===== config.mk =====
export PLATFORM = sky130hd
export DESIGN_NAME = switch_out_arbiter_flat
export DESIGN_NICKNAME = d
export VERILOG_FILES = /design/src/rtl/switch_out_arbiter_pkg.sv /design/src/rtl/switch_out_arbiter_if.sv /design/src/rtl/switch_out_arbiter_rr_picker.sv /design/src/rtl/switch_out_arbiter.sv /design/src/flat_wrapper.sv
export SDC_FILE = /design/constraint.sdc
export NUM_CORES = 1
export LEC_CHECK = 0
export ABC_CLOCK_PERIOD_IN_PS = 9600
export CAP_MARGIN = 30
export CORE_UTILIZATION = 52
export CTS_CLUSTER_DIAMETER = 80
export DETAILED_ROUTE_END_ITERATION = 8
export GPL_TIMING_DRIVEN = 0
export PLACE_DENSITY = 0.83
export SYNTH_ARGS = -nofsm -noshare
export SYNTH_HDL_FRONTEND = slang
export SYNTH_SLANG_ARGS = --single-unit
export TNS_END_PERCENT = 5

===== constraint.sdc =====
create_clock -name clk -period 9.6 [get_ports clk]
set_clock_uncertainty 0.15 [all_clocks]
set_input_delay 1.92 -clock clk [delete_from_list [all_inputs] [get_ports clk]]
set_output_delay 1.92 -clock clk [all_outputs]
set_load 0.01 [all_outputs]

===== src/rtl/switch_out_arbiter_pkg.sv =====
// Shared definitions for the switch output-port arbiter.
// Holds the default flit field layout, the default stall limit and the
// arbiter FSM state encodings.
package switch_out_arbiter_pkg;

  localparam int DATA_SIZE = 8;
  localparam int ADDR_SIZE = 4;

  // A flit carries data, address and one head/type bit.
  function automatic int flit_size(input int data_size, input int addr_size);
    return data_size + addr_size + 1;
  endfunction

  localparam int FLIT_SIZE_DEF   = flit_size(DATA_SIZE, ADDR_SIZE);
  localparam int IN_NUM_DEF      = 5;
  localparam int STALL_LIMIT_DEF = 10000;

  typedef enum logic [0:0] {
    ARB_IDLE = 1'b0,
    ARB_BUSY = 1'b1
  } arb_state_e;

endpackage


===== src/rtl/switch_out_arbiter_if.sv =====
// Bus between the switch inputs / downstream link and one output arbiter.
// slave  : the arbiter side (takes requests and flits, drives grant/pops).
// master : the environment side (switch inputs plus downstream link).
interface switch_out_arbiter_if
  import switch_out_arbiter_pkg::*;
#(
  parameter int IN_NUM    = IN_NUM_DEF,
  parameter int FLIT_SIZE = FLIT_SIZE_DEF
);
  logic [IN_NUM-1:0]           req_i;
  logic [IN_NUM-1:0]           tail_i;
  logic [IN_NUM*FLIT_SIZE-1:0] data_i;
  logic                        wr_ready_in;
  logic [IN_NUM-1:0]           r_ready_o;
  logic [IN_NUM-1:0]           grant_o;
  logic [FLIT_SIZE-1:0]        data_o;
  logic                        wr_ready_out;
  logic [31:0]                 pkts_o;
  logic                        stalled_o;

  modport slave (
    input  req_i, tail_i, data_i, wr_ready_in,
    output r_ready_o, grant_o, data_o, wr_ready_out, pkts_o, stalled_o
  );

  modport master (
    output req_i, tail_i, data_i, wr_ready_in,
    input  r_ready_o, grant_o, data_o, wr_ready_out, pkts_o, stalled_o
  );
endinterface


===== src/rtl/switch_out_arbiter_rr_picker.sv =====
// Round-robin picker: purely combinational.
// req : request vector
// ptr : index where the search starts (wraps modulo N)
// win : one-hot winner, zero when no request is set
module switch_out_arbiter_rr_picker #(
  parameter int N  = 5,
  parameter int PW = 3
) (
  input  logic [N-1:0]  req,
  input  logic [PW-1:0] ptr,
  output logic [N-1:0]  win
);

  int   idx_s;
  logic found_s;

  // Scan from ptr upward with wrap; first set request wins.
  always_comb begin
    win     = '0;
    found_s = 1'b0;
    idx_s   = 0;
    for (int i = 0; i < N; i++) begin
      idx_s = int'(ptr) + i;
      if (idx_s >= N) begin
        idx_s = idx_s - N;
      end else begin
        idx_s = idx_s;
      end
      if (!found_s && req[idx_s]) begin
        win[idx_s] = 1'b1;
        found_s    = 1'b1;
      end else begin
        found_s = found_s;
      end
    end
  end

endmodule


===== src/rtl/switch_out_arbiter.sv =====
// Wormhole output-port arbiter. One input owns the output link from head
// flit to tail flit; owners are chosen round-robin. Counts delivered
// packets and flags a link that made no progress for STALL_LIMIT cycles.
// clk, a_rst : clock, synchronous active-high reset
// bus        : requests/tails/flits in, pops/grant/flit/valid/counters out
module switch_out_arbiter
  import switch_out_arbiter_pkg::*;
#(
  parameter int IN_NUM      = IN_NUM_DEF,
  parameter int FLIT_SIZE   = FLIT_SIZE_DEF,
  parameter int STALL_LIMIT = STALL_LIMIT_DEF
) (
  input  logic               clk,
  input  logic               a_rst,
  switch_out_arbiter_if.slave bus
);

  localparam int PW = (IN_NUM > 1) ? $clog2(IN_NUM) : 1;
  localparam int CW = $clog2(STALL_LIMIT + 1);

  arb_state_e        state_r, state_s;
  logic [PW-1:0]     ptr_r, ptr_s;
  logic [IN_NUM-1:0] grant_r, grant_s;
  logic [31:0]       pkts_r, pkts_s;
  logic [CW-1:0]     cnt_r, cnt_s;

  logic [IN_NUM-1:0]    win_s;
  logic [PW-1:0]        owner_s;
  logic [FLIT_SIZE-1:0] data_s;
  logic                 busy_s, own_req_s, own_tail_s, xfer_s;

  switch_out_arbiter_rr_picker #(.N(IN_NUM), .PW(PW)) u_picker (
    .req (bus.req_i),
    .ptr (ptr_r),
    .win (win_s)
  );

  // Owner index and owner flit selected from the registered one-hot grant.
  always_comb begin
    owner_s = '0;
    data_s  = '0;
    for (int k = 0; k < IN_NUM; k++) begin
      if (grant_r[k]) begin
        owner_s = PW'(k);
        data_s  = bus.data_i[k*FLIT_SIZE +: FLIT_SIZE];
      end else begin
        owner_s = owner_s;
      end
    end
  end

  assign busy_s     = (state_r == ARB_BUSY);
  assign own_req_s  = |(bus.req_i & grant_r);
  assign own_tail_s = |(bus.tail_i & grant_r);
  assign xfer_s     = busy_s & own_req_s & bus.wr_ready_in;

  assign bus.grant_o      = grant_r;
  assign bus.data_o       = data_s;
  assign bus.wr_ready_out = busy_s & own_req_s;
  assign bus.r_ready_o    = busy_s ? (grant_r & bus.req_i & {IN_NUM{bus.wr_ready_in}})
                                   : {IN_NUM{1'b0}};
  assign bus.pkts_o       = pkts_r;
  assign bus.stalled_o    = (cnt_r == CW'(STALL_LIMIT));

  // Next state: arbitrate in IDLE, hold the grant until the tail leaves.
  always_comb begin
    state_s = state_r;
    ptr_s   = ptr_r;
    grant_s = grant_r;
    pkts_s  = pkts_r;
    cnt_s   = cnt_r;
    case (state_r)
      ARB_IDLE: begin
        cnt_s = '0;
        if (|bus.req_i) begin
          grant_s = win_s;
          state_s = ARB_BUSY;
        end else begin
          grant_s = '0;
        end
      end
      ARB_BUSY: begin
        if (xfer_s) begin
          cnt_s = '0;
          if (own_tail_s) begin
            grant_s = '0;
            pkts_s  = pkts_r + 32'd1;
            state_s = ARB_IDLE;
            if (owner_s == PW'(IN_NUM - 1)) begin
              ptr_s = '0;
            end else begin
              ptr_s = owner_s + PW'(1);
            end
          end else begin
            state_s = ARB_BUSY;
          end
        end else if (cnt_r != CW'(STALL_LIMIT)) begin
          // Owner idle or downstream full: count towards the stall flag.
          cnt_s = cnt_r + CW'(1);
        end else begin
          cnt_s = cnt_r;
        end
      end
      default: begin
        state_s = ARB_IDLE;
        grant_s = '0;
        cnt_s   = '0;
      end
    endcase
  end

  // State registers with synchronous reset.
  always_ff @(posedge clk) begin
    if (a_rst) begin
      state_r <= ARB_IDLE;
      ptr_r   <= '0;
      grant_r <= '0;
      pkts_r  <= 32'd0;
      cnt_r   <= '0;
    end else begin
      state_r <= state_s;
      ptr_r   <= ptr_s;
      grant_r <= grant_s;
      pkts_r  <= pkts_s;
      cnt_r   <= cnt_s;
    end
  end

endmodule

===== src/flat_wrapper.sv =====
// flat-port wrapper written by rule: the top's interface ports become plain ports
module switch_out_arbiter_flat import switch_out_arbiter_pkg::*;
#(
  parameter int IN_NUM      = IN_NUM_DEF,
  parameter int FLIT_SIZE   = FLIT_SIZE_DEF,
  parameter int STALL_LIMIT = STALL_LIMIT_DEF
)
  (clk, a_rst, bus_req_i, bus_tail_i, bus_data_i, bus_wr_ready_in, bus_r_ready_o, bus_grant_o, bus_data_o, bus_wr_ready_out, bus_pkts_o, bus_stalled_o);
  switch_out_arbiter_if #(.IN_NUM(IN_NUM), .FLIT_SIZE(FLIT_SIZE)) bus_i ();
  input  logic clk;
  input  logic a_rst;
  input wire logic [$bits(bus_i.req_i)-1:0] bus_req_i;
  input wire logic [$bits(bus_i.tail_i)-1:0] bus_tail_i;
  input wire logic [$bits(bus_i.data_i)-1:0] bus_data_i;
  input wire logic [$bits(bus_i.wr_ready_in)-1:0] bus_wr_ready_in;
  output wire logic [$bits(bus_i.r_ready_o)-1:0] bus_r_ready_o;
  output wire logic [$bits(bus_i.grant_o)-1:0] bus_grant_o;
  output wire logic [$bits(bus_i.data_o)-1:0] bus_data_o;
  output wire logic [$bits(bus_i.wr_ready_out)-1:0] bus_wr_ready_out;
  output wire logic [$bits(bus_i.pkts_o)-1:0] bus_pkts_o;
  output wire logic [$bits(bus_i.stalled_o)-1:0] bus_stalled_o;
  assign bus_i.req_i = bus_req_i;
  assign bus_i.tail_i = bus_tail_i;
  assign bus_i.data_i = bus_data_i;
  assign bus_i.wr_ready_in = bus_wr_ready_in;
  assign bus_r_ready_o = bus_i.r_ready_o;
  assign bus_grant_o = bus_i.grant_o;
  assign bus_data_o = bus_i.data_o;
  assign bus_wr_ready_out = bus_i.wr_ready_out;
  assign bus_pkts_o = bus_i.pkts_o;
  assign bus_stalled_o = bus_i.stalled_o;
  switch_out_arbiter #(.IN_NUM(IN_NUM), .FLIT_SIZE(FLIT_SIZE), .STALL_LIMIT(STALL_LIMIT)) u_core (.clk(clk), .a_rst(a_rst), .bus(bus_i));
endmodule

==> flow_metrics.env <==
export IMPL_status="completed"
export IMPL_start_kind="input pin"
export IMPL_p_total_w=0.0004605
export IMPL_area_growth_pct=33.60
export IMPL_cts_root_buf="clkbuf_8"
export IMPL_port_buffers=131
export IMPL_critical_path_required_ns=7.53
export IMPL_syn_inst=613
export IMPL_die_w_um=95.51
export IMPL_yosys_cell_types_count=86
export IMPL_num_io_pins=135
export IMPL_seq_area_frac_synth_pct=24.22
export IMPL_core_um2=8341
export IMPL_final_common_cell="clkdlybuf4s50_1"
export IMPL_layout_drive_gt1_share_pct=6.915
export IMPL_drv_cap=0
export IMPL_min_period_over_period_pct=60.04
export IMPL_syn_area_per_cell_um2=7.417
export IMPL_viasPerCell=6.166
export IMPL_clk_path_buf_depth=2
export IMPL_cts_tree="yes"
export IMPL_path_class="in2out"
export IMPL_syn_nets=708
export IMPL_setup_tns_ns=0
export IMPL_ant_nets=0
export IMPL_cp_data_arrival_time_ns=3.69
export IMPL_crit_slowest_cell="clkdlybuf4s50_1"
export IMPL_drt_total_wl_mm=15.11
export IMPL_crit_fanout=8
export IMPL_grt_total_usage_pct=32.15
export IMPL_min_period_ns=5.764
export IMPL_timing_critical_path_mode_cell="clkdlybuf4s50_1"
export IMPL_diodes=0
export IMPL_place_congestion=1.043
export IMPL_cts_resized_gates=0
export IMPL_slew_headroom_pct=42.85
export IMPL_cp_num_buf_inv=2
export IMPL_ys_warn_count=0
export IMPL_nets=846
export IMPL_vias=5284
export IMPL_max_freq_ghz=0.1735
export IMPL_drtIter0Drc=354
export IMPL_design_die_area_um2=9122
export IMPL_start_util_pct=54.52
export IMPL_cts_made_buffers=5
export IMPL_power_per_cell_area_nw_per_um2=75.81
export IMPL_drcViolationCount=0
export IMPL_postLayoutCoreUtil_pct=72.83
export IMPL_grt_pass1_vias=4780
export IMPL_crit_chain="clkdlybuf4s50_1 -> a22oi_1 -> nand4_1 -> and2_1 -> clkdlybuf4s50_1"
export IMPL_cts_htree_levels=2
export IMPL_final_max_slew_viol_count=0
export IMPL_rsz0062_at_grt="false"
export IMPL_cpPeakStageDelay_ns=0.63
export IMPL_ys_flop_type="dfxtp_1"
export IMPL_cp_end_kind="output pin"
export IMPL_hold_buffers=0
export IMPL_path_clk_slew_ns=0.09
export IMPL_rows=33
export IMPL_vdd_drop_max_mv=0.1031
export IMPL_clock_sinks=55
export IMPL_routedWlPerCell_um=17.63
export IMPL_antenna_found_initial=0
export IMPL_firstDrtPassIters=6
export IMPL_finalSetupViolCount=0
export IMPL_hold_viol=0
export IMPL_ys_ff_latch=55
export IMPL_p_leak_nw=2.180
export IMPL_grt_max_degree=17
export IMPL_syn_area_um2=4547
export IMPL_crit_family="buffers and inverters"
export IMPL_fp_dieH_um=95.51
export IMPL_synth_enable_flop_cells=0
export IMPL_clk_latency_ns=0.31
export IMPL_hold_slack_ns=0.3576
export IMPL_cts_setup_buffers=0
export IMPL_final_cell_mix="clkdlybuf4s50_1, nor2_1, nand2_1, dfxtp_1, a21oi_1"
export IMPL_worst_slew_pin_transition_ns=0.8454
export IMPL_hold_class="reg2reg"
export IMPL_grt_pass1_wl_mm=22.98
export IMPL_async_flop_share_pct=0
export IMPL_grt_ovfl_total=0
export IMPL_dp_hpwl_mm=11.43
tightest hold or removal path, cell delays in order, from the launching register on:
cell and delay [ns]:
dfxtp_1 0.33, o21ai_0 0.08, a21oi_1 0.06
report_power, final:
group          total [W]  internal, W  switching (W)  leakage [nW]
Clock           0.000126    0.0000512      0.0000752        0.0412
Sequential      0.000232     0.000230     0.00000261         0.444
Combinational   0.000102    0.0000565      0.0000453          1.69
per-layer routing:
metal | GRT usage, % | vias to the layer above | share of wire, %
li1 | - | 2499 | -
met1 | 37.54 | 2465 | 40
met2 | 58.39 | 279 | 48
met3 | 6.459 | 41 | 9.6
met4 | 10.32 | 0 | 2.8
met5 | 0 | - | 0
Yosys cell counts (all sizes together), types with 8 or more instances:
library cell / instances / area share (%)
a211oi: 10 / 1.8
a21oi: 35 / 3.9
a221oi: 15 / 2.9
a22oi: 16 / 2.6
and3: 8 / 1.1
buf: 18 / 2.5
clkbuf: 21 / 1.7
dfxtp: 55 / 24
ha: 16 / 4.4
inv: 20 / 1.7
nand2: 65 / 5.4
nand3: 28 / 3.1
nand4: 12 / 1.7
nor2: 84 / 6.9
nor2b: 11 / 1.5
nor3: 12 / 1.4
o21ai: 36 / 4.1
or3: 10 / 1.4
xnor2: 12 / 2.5
xor2: 26 / 5.0
metrics by stage:
stage          instance area (µm²)  worst slack (ns)  cells
2_1_floorplan                 4547             4.943    613
3_3_place_gp                  5989             3.894    849
3_5_place_dp                  5989             3.888    849
4_1_cts                       6075             3.887    857
5_1_grt                       6075             3.807    857
6_report                      6075             3.836    857
final timing paths:
check | end | start | slack (ns) | cells past startpoint
worst min-delay path | u_core.cnt_r[13] | u_core.cnt_r[13] | 0.36 | 2
worst max-delay path | bus_wr_ready_out | bus_req_i[3] | 3.84 | 5
worst min register to register | u_core.cnt_r[13] | u_core.cnt_r[13] | 0.36 | 2
worst max register to register | u_core.bus.grant_o[3] | u_core.ptr_r[2] | 5.37 | 14
logic make-up after synthesis:
family,Yosys count,synth area share [%]
and+or+nand+nor,272,30.21
xor gates and xnor gates,38,7.485
DFF,55,24.22
muxes,8,1.816
AOI/OAI and AO/OA,164,25.54
buffers and inverters,59,5.889
adders and majority gates,17,4.843
final cells by class:
class                   instances  area [µm²]
plain buffers                  39       192.7
clock buffers                   6       72.57
clock inverters                 2       12.51
fillers                       696        2266
inverters                      20       75.07
multi-input cells             499        3178
flip-flops and latches         55        1101
well taps                     105       131.4
repair buffers                131        1311
registers in the layout, indices dropped and copies added, names as in the netlist:
| register | cells |
|---|---|
| u_core.bus.grant_o | 5 |
| u_core.bus.pkts_o | 32 |
| u_core.busy_s | 1 |
| u_core.cnt_r | 14 |
| u_core.ptr_r | 3 |
Note: power is estimated with default switching activity, not from simulation.
